===== src/rtl/lsu_pkg.sv =====
// ---------------------------------------------------------------------------
// lsu_pkg
//   Shared definitions for the load/store unit slice.
//   - dcache uop codes (the dcache decodes the same values).
//   - FSM state encoding used by load_store_unit.
//   - is_mem_uop(): true for the two uops that touch the dcache.
// ---------------------------------------------------------------------------
package lsu_pkg;

  localparam logic [4:0] NOP_UOP = 5'b00000;
  localparam logic [4:0] STR_UOP = 5'b01001;
  localparam logic [4:0] LDR_UOP = 5'b01010;

  typedef enum logic [1:0] {
    IDLE    = 2'd0,
    ISSUE   = 2'd1,
    CAPTURE = 2'd2,
    RESP    = 2'd3
  } lsu_state_e;

  function automatic logic is_mem_uop(input logic [4:0] uop);
    return (uop == LDR_UOP) || (uop == STR_UOP);
  endfunction

endpackage


===== src/rtl/lsu_agu.sv =====
// ---------------------------------------------------------------------------
// lsu_agu
//   Combinational ARM-style address generation for LDR/STR.
//   eff = base +/- zero-extended offset (mod 2^32); acc = pre ? eff : base.
// Ports
//   base      in   32          base register value
//   offset    in   OFF_W       unsigned immediate offset
//   up        in   1           1: add offset, 0: subtract
//   pre       in   1           1: access at eff, 0: access at base
//   eff       out  32          updated base (writeback value)
//   word_idx  out  DEPTH_LOG2  dcache word index taken from acc
//   misalign  out  1           acc is not word aligned
// ---------------------------------------------------------------------------
module lsu_agu #(
  parameter int DEPTH_LOG2 = 5,
  parameter int OFF_W      = 12
) (
  input  logic [31:0]           base,
  input  logic [OFF_W-1:0]      offset,
  input  logic                  up,
  input  logic                  pre,
  output logic [31:0]           eff,
  output logic [DEPTH_LOG2-1:0] word_idx,
  output logic                  misalign
);

  logic [31:0] offset_ext;
  logic [31:0] acc;
  logic        unused_acc_hi;

  // Upper acc bits are intentionally dropped: addresses alias modulo the
  // dcache size, so only the word-index bits reach the dcache.
  always_comb begin
    offset_ext = {{(32-OFF_W){1'b0}}, offset};
    eff        = up ? (base + offset_ext) : (base - offset_ext);
    acc        = pre ? eff : base;
    word_idx   = acc[DEPTH_LOG2+1:2];
    misalign   = (acc[1:0] != 2'b00);
  end

  assign unused_acc_hi = ^acc[31:DEPTH_LOG2+2];

endmodule


===== src/rtl/load_store_unit.sv =====
// ---------------------------------------------------------------------------
// load_store_unit
//   Sequences LDR/STR uops from the issue stage into the dcache, one access at
//   a time. Request fields are registered on accept; the dcache sees exactly
//   one LDR/STR cycle (ISSUE); load data is captured at the end of CAPTURE;
//   the result is presented in RESP until writeback takes it.
//   Latency accept->out_valid: LDR 3, STR 2, pass-through/misaligned 1.
//
// Optional feature macro: LSU_WRITEBACK_EN
//   Defined: wb_valid/wb_base ports exist and report base writeback
//   (post-index, or pre-index with in_wb) for LDR/STR, misaligned included.
//   Undefined: those ports are absent and in_wb is ignored.
//
// Ports
//   clock, reset_n                 clock, async active-low reset
//   in_valid/in_ready              issue handshake (ready only in IDLE)
//   in_uop, in_base, in_offset,
//   in_up, in_pre, in_wb, in_rd,
//   in_store_data                  request fields
//   dc_addr, dc_data_in, dc_uop    dcache request (NOP_UOP when idle)
//   dc_data_out                    dcache registered read data
//   out_valid/out_ready            writeback handshake
//   out_rd, out_data, out_is_load,
//   out_misalign                   result fields (zero when out_valid=0)
//   wb_valid, wb_base              base writeback (LSU_WRITEBACK_EN only)
// ---------------------------------------------------------------------------
module load_store_unit
  import lsu_pkg::*;
#(
  parameter int DEPTH_LOG2 = 5,
  parameter int OFF_W      = 12
) (
  input  logic              clock,
  input  logic              reset_n,
  input  logic              in_valid,
  output logic              in_ready,
  input  logic [4:0]        in_uop,
  input  logic [31:0]       in_base,
  input  logic [OFF_W-1:0]  in_offset,
  input  logic              in_up,
  input  logic              in_pre,
  input  logic              in_wb,
  input  logic [3:0]        in_rd,
  input  logic [31:0]       in_store_data,
  output logic [31:0]       dc_addr,
  output logic [31:0]       dc_data_in,
  output logic [4:0]        dc_uop,
  input  logic [31:0]       dc_data_out,
  output logic              out_valid,
  input  logic              out_ready,
  output logic [3:0]        out_rd,
  output logic [31:0]       out_data,
  output logic              out_is_load,
`ifdef LSU_WRITEBACK_EN
  output logic              wb_valid,
  output logic [31:0]       wb_base,
`endif
  output logic              out_misalign
);

  lsu_state_e state_q, state_d;

  logic [4:0]            req_uop_q;
  logic [DEPTH_LOG2-1:0] req_idx_q;
  logic [31:0]           req_data_q;
  logic [3:0]            req_rd_q;
  logic                  req_misalign_q;
  logic [31:0]           load_data_q;
  logic                  is_load_q;

  logic [31:0]           agu_eff;
  logic [DEPTH_LOG2-1:0] agu_idx;
  logic                  agu_misalign;
  logic                  accept;
  logic                  in_is_mem;

  lsu_agu #(
    .DEPTH_LOG2(DEPTH_LOG2),
    .OFF_W     (OFF_W)
  ) u_agu (
    .base    (in_base),
    .offset  (in_offset),
    .up      (in_up),
    .pre     (in_pre),
    .eff     (agu_eff),
    .word_idx(agu_idx),
    .misalign(agu_misalign)
  );

  assign accept    = in_valid && (state_q == IDLE);
  assign in_is_mem = is_mem_uop(in_uop);

  // State register.
  always_ff @(posedge clock or negedge reset_n) begin
    if (!reset_n) begin
      state_q <= IDLE;
    end else begin
      state_q <= state_d;
    end
  end

  // Next state and all handshake/dcache/result outputs. Outputs are decoded
  // from registered state, so an async reset clears them immediately and an
  // aborted op can never produce a further dcache access.
  always_comb begin
    state_d      = state_q;
    in_ready     = 1'b0;
    dc_uop       = NOP_UOP;
    dc_addr      = 32'd0;
    dc_data_in   = 32'd0;
    out_valid    = 1'b0;
    out_rd       = 4'd0;
    out_data     = 32'd0;
    out_is_load  = 1'b0;
    out_misalign = 1'b0;

    case (state_q)
      IDLE: begin
        in_ready = 1'b1;
        if (accept) begin
          // Non-memory uops and misaligned accesses skip the dcache.
          if (in_is_mem && !agu_misalign) begin
            state_d = ISSUE;
          end else begin
            state_d = RESP;
          end
        end
      end
      ISSUE: begin
        dc_uop  = req_uop_q;
        dc_addr = {{(32-DEPTH_LOG2){1'b0}}, req_idx_q};
        if (req_uop_q == STR_UOP) begin
          dc_data_in = req_data_q;
        end
        state_d = (req_uop_q == LDR_UOP) ? CAPTURE : RESP;
      end
      CAPTURE: begin
        state_d = RESP;
      end
      RESP: begin
        out_valid    = 1'b1;
        out_rd       = req_rd_q;
        out_data     = load_data_q;
        out_is_load  = is_load_q;
        out_misalign = req_misalign_q;
        if (out_ready) begin
          state_d = IDLE;
        end
      end
      default: begin
        state_d = IDLE;
      end
    endcase
  end

  // Request capture on accept; load data captured at the end of CAPTURE,
  // the last cycle the dcache drives its read data.
  always_ff @(posedge clock or negedge reset_n) begin
    if (!reset_n) begin
      req_uop_q      <= NOP_UOP;
      req_idx_q      <= '0;
      req_data_q     <= 32'd0;
      req_rd_q       <= 4'd0;
      req_misalign_q <= 1'b0;
      load_data_q    <= 32'd0;
      is_load_q      <= 1'b0;
    end else begin
      if (accept) begin
        req_uop_q      <= in_uop;
        req_idx_q      <= agu_idx;
        req_data_q     <= in_store_data;
        req_rd_q       <= in_rd;
        req_misalign_q <= in_is_mem && agu_misalign;
        load_data_q    <= 32'd0;
        is_load_q      <= 1'b0;
      end else if (state_q == CAPTURE) begin
        load_data_q <= dc_data_out;
        is_load_q   <= 1'b1;
      end
    end
  end

`ifdef LSU_WRITEBACK_EN
  logic        req_wb_q;
  logic [31:0] req_eff_q;

  // Writeback applies to post-index always and to pre-index only on request;
  // misaligned LDR/STR still report it.
  always_ff @(posedge clock or negedge reset_n) begin
    if (!reset_n) begin
      req_wb_q  <= 1'b0;
      req_eff_q <= 32'd0;
    end else if (accept) begin
      req_wb_q  <= in_is_mem && (!in_pre || in_wb);
      req_eff_q <= agu_eff;
    end
  end

  assign wb_valid = out_valid && req_wb_q;
  assign wb_base  = wb_valid ? req_eff_q : 32'd0;
`else
  logic unused_wb_inputs;
  assign unused_wb_inputs = ^{in_wb, agu_eff};
`endif

endmodule


===== config.mk =====
export PLATFORM = sky130hd
export DESIGN_NAME = load_store_unit
export DESIGN_NICKNAME = d
export VERILOG_FILES = /design/src/rtl/lsu_pkg.sv /design/src/rtl/lsu_agu.sv /design/src/rtl/load_store_unit.sv
export SDC_FILE = /design/constraint.sdc
export NUM_CORES = 1
export LEC_CHECK = 0
export BUFFER_PORTS_ARGS = -buffer_cell sky130_fd_sc_hd__buf_2
export CORE_MARGIN = 8
export CORE_UTILIZATION = 41
export DETAILED_ROUTE_END_ITERATION = 12
export GPL_ROUTABILITY_DRIVEN = 0
export PLACE_DENSITY = 0.84
export SLEW_MARGIN = 10
export SYNTH_ARGS = -nofsm -noshare
export SYNTH_HDL_FRONTEND = slang
export SYNTH_SLANG_ARGS = --single-unit

===== constraint.sdc =====
create_clock -name clock -period 1.7 [get_ports clock]
set_clock_uncertainty 0.05 [all_clocks]
set_input_delay 0.085 -clock clock [delete_from_list [all_inputs] [get_ports clock]]
set_output_delay 0.085 -clock clock [all_outputs]
set_load 0.05 [all_outputs]

==> run metrics, run 1 <==
hpwl dp=8881 um; remaining antenna violation count=0; Avg Inst Size Synth=8.928 um^2; # H-tree levels=3; Tcrit/Tclk final=119.0%; clock slew at reported path FFs=0.09 ns; critical path arrival=1.89 ns; minimum hold slack=0.02218 ns; P&R area growth vs syn=69.71%; row cnt=38; PortBufs=174; Avg WL per Cell=17.40 um; fin crit period=2.023 ns; highest clock rate=494.2 MHz; global-route wire length before repair=23870 um; Total GRT Usage=20.32%; largest net degree at the start of global routing=83; FF+latch count, synth=82; RSZ-0062 raised after global routing=true; Netlist cell types=33; DR vias=4289; Post-synth ARST share=100.0%; P_leak=0.003817 uW; final setup fails=66; critical path startpoint=state_q[1]$_DFFE_PN0P_; Setup TNS=-11.11 ns; hold path start=in_base[2]; core area=0.01070 mm^2; CTS tree=built; Data required, critical path=1.56 ns; Num CTS Buffers=9; Post-synth EDFFs=0; Via density=4.724; initial detailed-routing violation count=271; WS Path Type=flop to output port; status=finished, violations left; worst reg2reg startpoint=state_q[0]$_DFFE_PN0P_; # placed instances=810; nets=899; Worst Hold Class=input pin to flop; Main synth FF type=dfrtp_1; Non-Filler Instances=908; worst reg2reg path depth=6; TritonRoute pass-1 iters=6; post-place setup slack=-0.6303 ns; CP startpoint kind=flop; maximum vdd drop=0.7947 mV; Syn Inst Count=495; DIE AREA=0.01436 mm^2; Routed WL=15800 um; die height=119.8 um; Die Wd=119.8 um; commonest non-fill, non-tap cell in the layout=nand2_1; cell area power density=1442 mW/mm^2; register area share after synthesis=46.43%; Synth Warn #=0; Max Slew Vio Count=0; CP Max Fanout=8; failing checks=setup timing; final setup margin=-0.3235 ns; clk_lat worst skew=0.34 ns; clk root buf=clkbuf_8; layout cell share with drive strength beyond 1=39.50%; vias in the first global route=4670; Longest Clk Path Bufs=2; crit end category=output port; initial antenna violation count=1; Netlist Area Pre-Place=0.004419 mm^2; hold-critical path depth=3; most frequent cells in the layout=nand2_1 (132), buf_2 (91), dfrtp_1 (82), dlygate4sd3_1 (75), nor2_1 (42); Max Cap Viol=0; Final Hold Violating Endpoints=0; CTS sink count=82; # DRC=0; # IOs=233; gr ovfl total=0; initial core utilization=41.31%
==> per-stage QoR <==
| step | power, uW | instance area (um^2) | util (%) |
|---|---|---|---|
| after floorplan | 6913 | 4695 | - |
| final | 10810 | 7500 | 70.11 |
| after detailed placement | 8222 | 5712 | 53.39 |
| after CTS | 10310 | 7234 | 67.63 |
| after global placement | 8045 | 5712 | 53.39 |
| after global routing | 11470 | 7500 | 70.11 |
==> worst max-delay path, stage by stage (launching register included) <==
cell	delay [ns]
dfrtp_1	0.40
inv_2	0.08
ha_4	0.14
and2_4	0.14
and4b_4	0.32
clkbuf_16	0.18
and2_4	0.15
buf_8	0.14
==> cell families (layout without fill, tap and decap cells) <==
family,count (synthesis),in the layout,share of synthesized area [%]
other,1,28,0.08486
DFF,82,82,46.43
muxes,37,37,8.409
buffers and inverters,60,306,7.616
adders and majority gates,13,13,3.850
AOI/OAI and AO/OA,26,26,3.652
and+or+nand+nor,265,265,27.77
xor gates and xnor gates,11,11,2.180
==> registers in the layout, summed over array words and instances, names as in the netlist <==
name,flops
is_load_q,1
load_data_q,32
req_data_q,32
req_idx_q,5
req_misalign_q,1
req_rd_q,4
req_uop_q,5
state_q,2
==> repair_timing <==
| action | CTS | global route |
|---|---|---|
| cloned | 0 | 5 |
| hold buffers | 75 | 0 |
| setup buffers | 0 | 2 |
| gates resized for setup | 170 | 52 |
| pin swaps | 4 | 28 |
| endpoints found under the hold margin | 156 | 0 |
| setup endpoints to repair | 75 | 130 |
==> worst paths after layout <==
check	end	slack, ns
min in group asynchronous	load_data_q[7]$_DFFE_PN0P_	0.26
worst max-delay path	dc_data_in[26]	-0.32
max in group asynchronous	state_q[0]$_DFFE_PN0P_	0.98
worst max register to register	load_data_q[30]$_DFFE_PN0P_	0.05
worst min-delay path	req_idx_q[0]$_DFFE_PN0P_	0.02
worst min register to register	req_idx_q[1]$_DFFE_PN0P_	0.43
==> synthesized netlist by cell type (3+ instances only) <==
library cell	instances	area share [%]
dfrtp_1	82	46
o21ai_0	8	0.91
nor2_1	42	3.6
a21oi_1	7	0.79
nand2_1	133	11
buf_4	27	4.6
inv_1	6	0.51
xnor2_1	5	0.99
xor2_1	6	1.2
buf_2	8	0.91
ha_1	12	3.4
clkbuf_1	18	1.5
nor3_1	3	0.34
mux2i_1	36	8.2
and2_1	81	11
==> where the power goes <==
| group | switching [uW] | internal (uW) |
|---|---|---|
| Combinational | 3550 | 2390 |
| Sequential | 509 | 2850 |
| Clock | 741 | 765 |
==> layout make-up <==
cell class,count,area [um^2]
well taps,140,175.2
clock buffers,11,151.4
inverters,6,37.54
multi-input cells,379,2376
clock inverters,5,62.56
flip-flops and latches,82,2052
fillers,742,3198
repair buffers,284,2643
diodes,1,2.502
==> per-layer routing <==
layer  GRT usage [%]  vias to the layer above  part of all wire, %  wire (um)
met2           37.41                      197                   52       8227
met3           6.623                       38                  7.9       1243
met4           7.572                        0                  3.0        479
met5               0                        -                    0          0
li1                -                     2039                    -          -
met1           21.03                     2015                   37       5851
No activity file was read; power rests on OpenSTA's default activity.
==> inputs of run 2 (changes only) <==
CORE_MARGIN = default   (was 8)
==> run metrics, run 2 (same netlist as run 1, synthesis figures left out) <==
status=finished, violations left; failing checks=setup timing; register area=0.002052 mm^2 (unchanged); CP startpoint kind=flop; P_leak=0.004164 uW (+9.1%); initial antenna violation count=0 (-1); Worst path max stage delay=0.39 ns (about the same); WS Path Type=flop to output port; CP Max Fanout=8 (unchanged); final setup fails=104 (+58%); Avg WL per Cell=19.31 um (+11%); crit-path cells=inv_2, ha_4, and2_4, and4b_2, buf_6, buf_16, and2_4, buf_8; Die Wd=105.8 um (-12%); Total GRT Usage=28.10% (+7.8 points); gr ovfl total=0 (unchanged); Worst-Margin Slew=0.5530 ns; slowest CP cell=dfrtp_1; fin crit period=2.043 ns (+0.01928 ns); CP dominant cell by count=and2_4; nets=931 (+3.6%); most frequent cells in the layout=nand2_1 (125), buf_2 (90), dfrtp_1 (82), dlygate4sd3_1 (76), and2_4 (58); Comb pwr share=61.3% (+6.3 points); Top Family by Delay on Critical Path=simple AND/OR/NAND/NOR gates; post-place instance area=0.005687 mm^2 (-0.44%); RSZ-0062 raised after global routing=true; TritonRoute pass-1 iters=5 (-1); Seq pwr share=27.0% (-4.1 points); DIE AREA=0.01120 mm^2 (-22%); Routed WL=18010 um (+14%); remaining antenna violation count=0 (unchanged); Net Sw Frac=42.77% (-1.6 points); clock power share=11.7% (-2.2 points); Longest Clk Path Bufs=2 (unchanged); maximum vdd drop=0.9655 mV (+21%); normalized max-slew margin=63.13%; Max Cap Viol=0 (unchanged); Non-Filler Instances=933 (+2.8%); design area=0.008290 mm^2 (+11%); # DRC=0 (unchanged); met1 Resource Use GR=30.67% (+9.6 points); vias in the first global route=4795 (+2.7%); crit end category=output port; highest clock rate=489.5 MHz (-0.94%); largest registers=load_data_q x32, req_data_q x32; layout cell share with drive strength beyond 1=47.05% (+7.5 points); Setup TNS=-20.50 ns (-9.389 ns); # diodes=0 (-1); CTS tree=built; Fill cells=572 (-23%); core area=0.01037 mm^2 (-3.1%); DR vias=4683 (+9.2%); initial detailed-routing violation count=319 (+18%); clk root buf=clkbuf_8; WP buf/inv=4 (+1); Pint=7380 uW (+23%); largest net degree at the start of global routing=43 (-48%); Num CTS Buffers=9 (unchanged); commonest non-fill, non-tap cell in the layout=nand2_1; row cnt=37 (-2.6%); CTS sink count=82 (unchanged); hpwl dp=7961 um (-10%); Tcrit/Tclk final=120.2% (+1.1 points); P&R area growth vs syn=87.60%; Max Slew Vio Count=0 (unchanged); switching power total=5515 uW (+15%); Worst Hold Class=input pin to flop; critical path arrival=1.91 ns (+0.02 ns); area of the multi-input gates=0.002586 mm^2 (+8.8%); # placed instances=805 (-0.62%); cell area power density=1555 mW/mm^2 (+7.9%); Via density=5.019 (+6.3%); Data required, critical path=1.56 ns (about the same); M2 GR Usage=52.47% (+15 points); # IOs=233 (unchanged); # H-tree levels=3 (unchanged); die height=105.8 um (-12%); initial core utilization=42.62% (+1.3 points); Final Hold Violating Endpoints=0 (unchanged); global-route wire length before repair=24220 um (+1.4%); clock slew at reported path FFs=0.08 ns (about the same); met3 Resource Use GR=5.071% (-1.6 points); clk_lat worst skew=0.35 ns (about the same); final setup margin=-0.3428 ns (-0.01928 ns); total power=12900 uW (+19%); PortBufs=174 (unchanged); grt peak-use layer=met2
==> run 2: stage by stage <==
| step | hold slack (ns) | util (%) | setup slack, ns |
|---|---|---|---|
| 2_1_floorplan | -0.2606 | - | -0.3483 |
| 5_1_grt | 0.03669 | 79.95 | -0.4358 |
| 6_report | 0.02070 | 79.95 | -0.3428 |
| 3_5_place_dp | 0.05562 | 54.84 | -0.6888 |
| 4_1_cts | 0.01081 | 73.94 | -0.3401 |
| 3_3_place_gp | 0.04052 | 54.84 | -0.5825 |
==> run 2: path summary, 6_finish.rpt <==
| path | startpoint | slack, ns | end | depth (start not counted) |
|---|---|---|---|---|
| max reg2reg | state_q[0]$_DFFE_PN0P_ | -0.13 | state_q[0]$_DFFE_PN0P_ | 8 |
| max in group asynchronous | reset_n | 0.71 | load_data_q[21]$_DFFE_PN0P_ | 3 |
| max | state_q[1]$_DFFE_PN0P_ | -0.34 | dc_data_in[6] | 8 |
| min | in_base[3] | 0.02 | req_idx_q[1]$_DFFE_PN0P_ | 3 |
| min in group asynchronous | reset_n | 0.24 | load_data_q[20]$_DFFE_PN0P_ | 2 |
| min reg2reg | req_data_q[13]$_DFFE_PN0P_ | 0.43 | req_data_q[13]$_DFFE_PN0P_ | 2 |
==> run 2: area by class of cell <==
| class | instances | share of cell area (%) |
|---|---|---|
| multi-input cells | 381 | 31.20 |
| clock buffers | 11 | 1.705 |
| well taps | 136 | 2.053 |
| flip-flops and latches | 82 | 24.75 |
| clock inverters | 3 | 0.7848 |
| inverters | 6 | 0.4829 |
| repair buffers | 314 | 39.03 |
==> run 2: power by group through the flow <==
stage	sequential, uW	combinational (uW)	clock (uW)
6_report	3480	7910	1510
5_1_grt	3550	8280	1630
4_1_cts	3340	6370	1550
3_5_place_dp	3350	4840	0
3_3_place_gp	3280	4660	0
2_1_floorplan	3210	3700	0
==> run 2: timing repair <==
action | CTS | global route
buffers inserted | 9 | 10
pin swaps | 22 | 35
endpoints found under the setup margin | 82 | 150
cloned | 6 | 15
hold buffers | 76 | 0
resized for setup | 231 | 82
endpoints found under the hold margin | 115 | 0
==> run 2: metal layers <==
layer | up-vias | part of all wire [%]
met2 | 255 | 53
met4 | 0 | 3.7
met5 | - | 0
met3 | 59 | 6.4
met1 | 2265 | 37
li1 | 2104 | -
==> run 2: worst register-to-register path: stages (launching register included) <==
cell and delay [ns]:
dfrtp_1 0.42, buf_4 0.15, buf_6 0.12, ha_4 0.22, buf_12 0.14, inv_1 0.06, o22ai_2 0.07, a2111oi_2 0.36
o21ai_1 0.12
==> inputs of run 3 (changes only) <==
CORE_MARGIN = 2   (was default)
==> run metrics, run 3 (same netlist as run 1, synthesis figures left out) <==
Final Hold Violating Endpoints=0 (unchanged); PortBufs=174 (unchanged); Pint=7294 uW (-1.2%); DR vias=4906 (+4.8%); Tcrit/Tclk final=123.1% (+2.9 points); hpwl dp=8139 um (+2.2%); highest clock rate=478.0 MHz (-2.4%); Num CTS Buffers=9 (unchanged); CP dominant cell by count=and2_4; core area=0.01042 mm^2 (+0.45%); Max Cap Viol=0 (unchanged); DR WL met3=1812 um (+56%); Net Sw Frac=44.02% (+1.2 points); row cnt=37 (unchanged); final setup fails=144 (+38%); Top Metal Used=met5; die height=107.8 um (+1.9%); initial antenna violation count=1 (+1); clk root buf=clkbuf_8; maximum vdd drop=0.9954 mV (+3.1%); initial detailed-routing violation count=473 (+48%); Seq pwr share=26.9% (about the same); critical path arrival=1.96 ns (+0.05 ns); failing checks=setup timing; layout cell share with drive strength beyond 1=43.88% (-3.2 points); slowest CP cell=dfrtp_1; largest net degree at the start of global routing=47 (+9.3%); clk_lat worst skew=0.35 ns (about the same); fin crit period=2.092 ns (+0.04944 ns); crit end category=output port; TritonRoute pass-1 iters=5 (unchanged); largest registers=load_data_q x32, req_data_q x32; design area=0.008242 mm^2 (-0.59%); Total GRT Usage=27.58% (-0.52 points); # diodes=0 (unchanged); # H-tree levels=3 (unchanged); Max Slew Vio Count=0 (unchanged); post-place instance area=0.005712 mm^2 (+0.44%); CP startpoint kind=flop; crit-path cells=inv_2, ha_4, and2_4, and4b_2, buf_6, buf_16, and2_4, buf_8; P_leak=0.004175 uW (+0.27%); RSZ-0062 raised after global routing=true; Avg WL per Cell=20.72 um (+7.3%); initial core utilization=42.43% (-0.19 points); clock power share=12.3% (+0.6 points); CP Max Fanout=8 (unchanged); cell area power density=1581 mW/mm^2 (+1.6%); nets=932 (+0.11%); met2 wire length=9896 um (+3.8%); Via density=5.241 (+4.4%); WS Path Type=flop to output port; total power=13030 uW (+1.0%); most frequent cells in the layout=nand2_1 (127), buf_2 (89), dfrtp_1 (82), dlygate4sd3_1 (75), and2_4 (47); # DRC=0 (unchanged); Comb pwr share=60.8% (-0.5 points); DIE AREA=0.01163 mm^2 (+3.8%); global-route wire length before repair=24620 um (+1.7%); remaining antenna violation count=0 (unchanged); P&R area growth vs syn=86.49%; status=finished, violations left; Routed WL=19390 um (+7.7%); Worst path max stage delay=0.40 ns (about the same); Data required, critical path=1.56 ns (about the same); Worst Hold Class=input pin to flop; CTS tree=built; commonest non-fill, non-tap cell in the layout=nand2_1; Die Wd=107.8 um (+1.9%); switching power total=5736 uW (+4.0%); gr ovfl total=0 (unchanged); vias in the first global route=4658 (-2.9%); clock slew at reported path FFs=0.10 ns (+0.02 ns); metal1 wirelength=6776 um (+1.8%); Longest Clk Path Bufs=2 (unchanged); CTS sink count=82 (unchanged); # IOs=233 (unchanged); final setup margin=-0.3922 ns (-0.04944 ns)
[run 3: critical path: cells and delay by family, from the launching register on]
| family | cells | cell delay (ns) |
|---|---|---|
| simple gates | 3 | 0.53 |
| buf+inv | 4 | 0.52 |
| fa+ha+maj | 1 | 0.15 |
| flops | 1 | 0.40 |
[run 3: cell type report]
class	instances	area, um^2
fill	563	2175
multi-input combinational	380	2434
clock inverter	6	91.34
tap	136	170.2
timing repair buffer	316	3327
clock buffer	10	127.6
inverter	6	40.04
sequential	82	2052
[run 3: final timing paths]
kind / start / endpoint / slack [ns] / cells past startpoint
worst min register to register: req_rd_q[3]$_DFFE_PN0P_ / req_rd_q[3]$_DFFE_PN0P_ / 0.43 / 2
worst max-delay path: state_q[1]$_DFFE_PN0P_ / dc_data_in[13] / -0.39 / 8
max in group asynchronous: reset_n / load_data_q[8]$_DFFE_PN0P_ / 0.73 / 3
worst min-delay path: in_base[4] / req_idx_q[2]$_DFFE_PN0P_ / 0.02 / 3
min in group asynchronous: reset_n / load_data_q[19]$_DFFE_PN0P_ / 0.23 / 2
worst max register to register: state_q[0]$_DFFE_PN0P_ / req_idx_q[4]$_DFFE_PN0P_ / -0.10 / 9
[run 3: power by group through the flow]
stage               Sequential [uW]  Clock [uW]  Combinational (uW)
finish                         3510        1600                7920
floorplan                      3210           0                3700
global placement               3280           0                4730
global route                   3560        1710                8260
CTS                            3320        1600                6350
detailed placement             3340           0                4900
[run 3: stage by stage]
step	setup WS (ns)	hold WS [ns]	util, %	TNS, ns	instances
floorplan	-0.3483	-0.2606	-	-2.040	521
global placement	-0.5832	0.01868	54.83	-2.781	803
detailed placement	-0.6235	0.03571	54.83	-4.315	803
CTS	-0.3618	0.01170	73.80	-20.94	912
global route	-0.4459	0.01442	79.12	-33.40	936
finish	-0.3922	0.02339	79.12	-27.18	936
[run 3: metal layers]
layer | up-vias | global-route usage [%]
li1 | 2111 | -
met1 | 2375 | 31.73
met2 | 332 | 48.43
met3 | 86 | 8.172
met4 | 2 | 9.890
met5 | - | 0
[run 3: what timing repair did]
action                                  in CTS  in global routing
pin swaps                                   33                 14
buffers inserted                            10                 10
cloned                                       9                 16
hold endpoints to repair                   110                  0
resized for setup                          214                 57
endpoints found under the setup margin      81                159
hold buffers                                75                  0
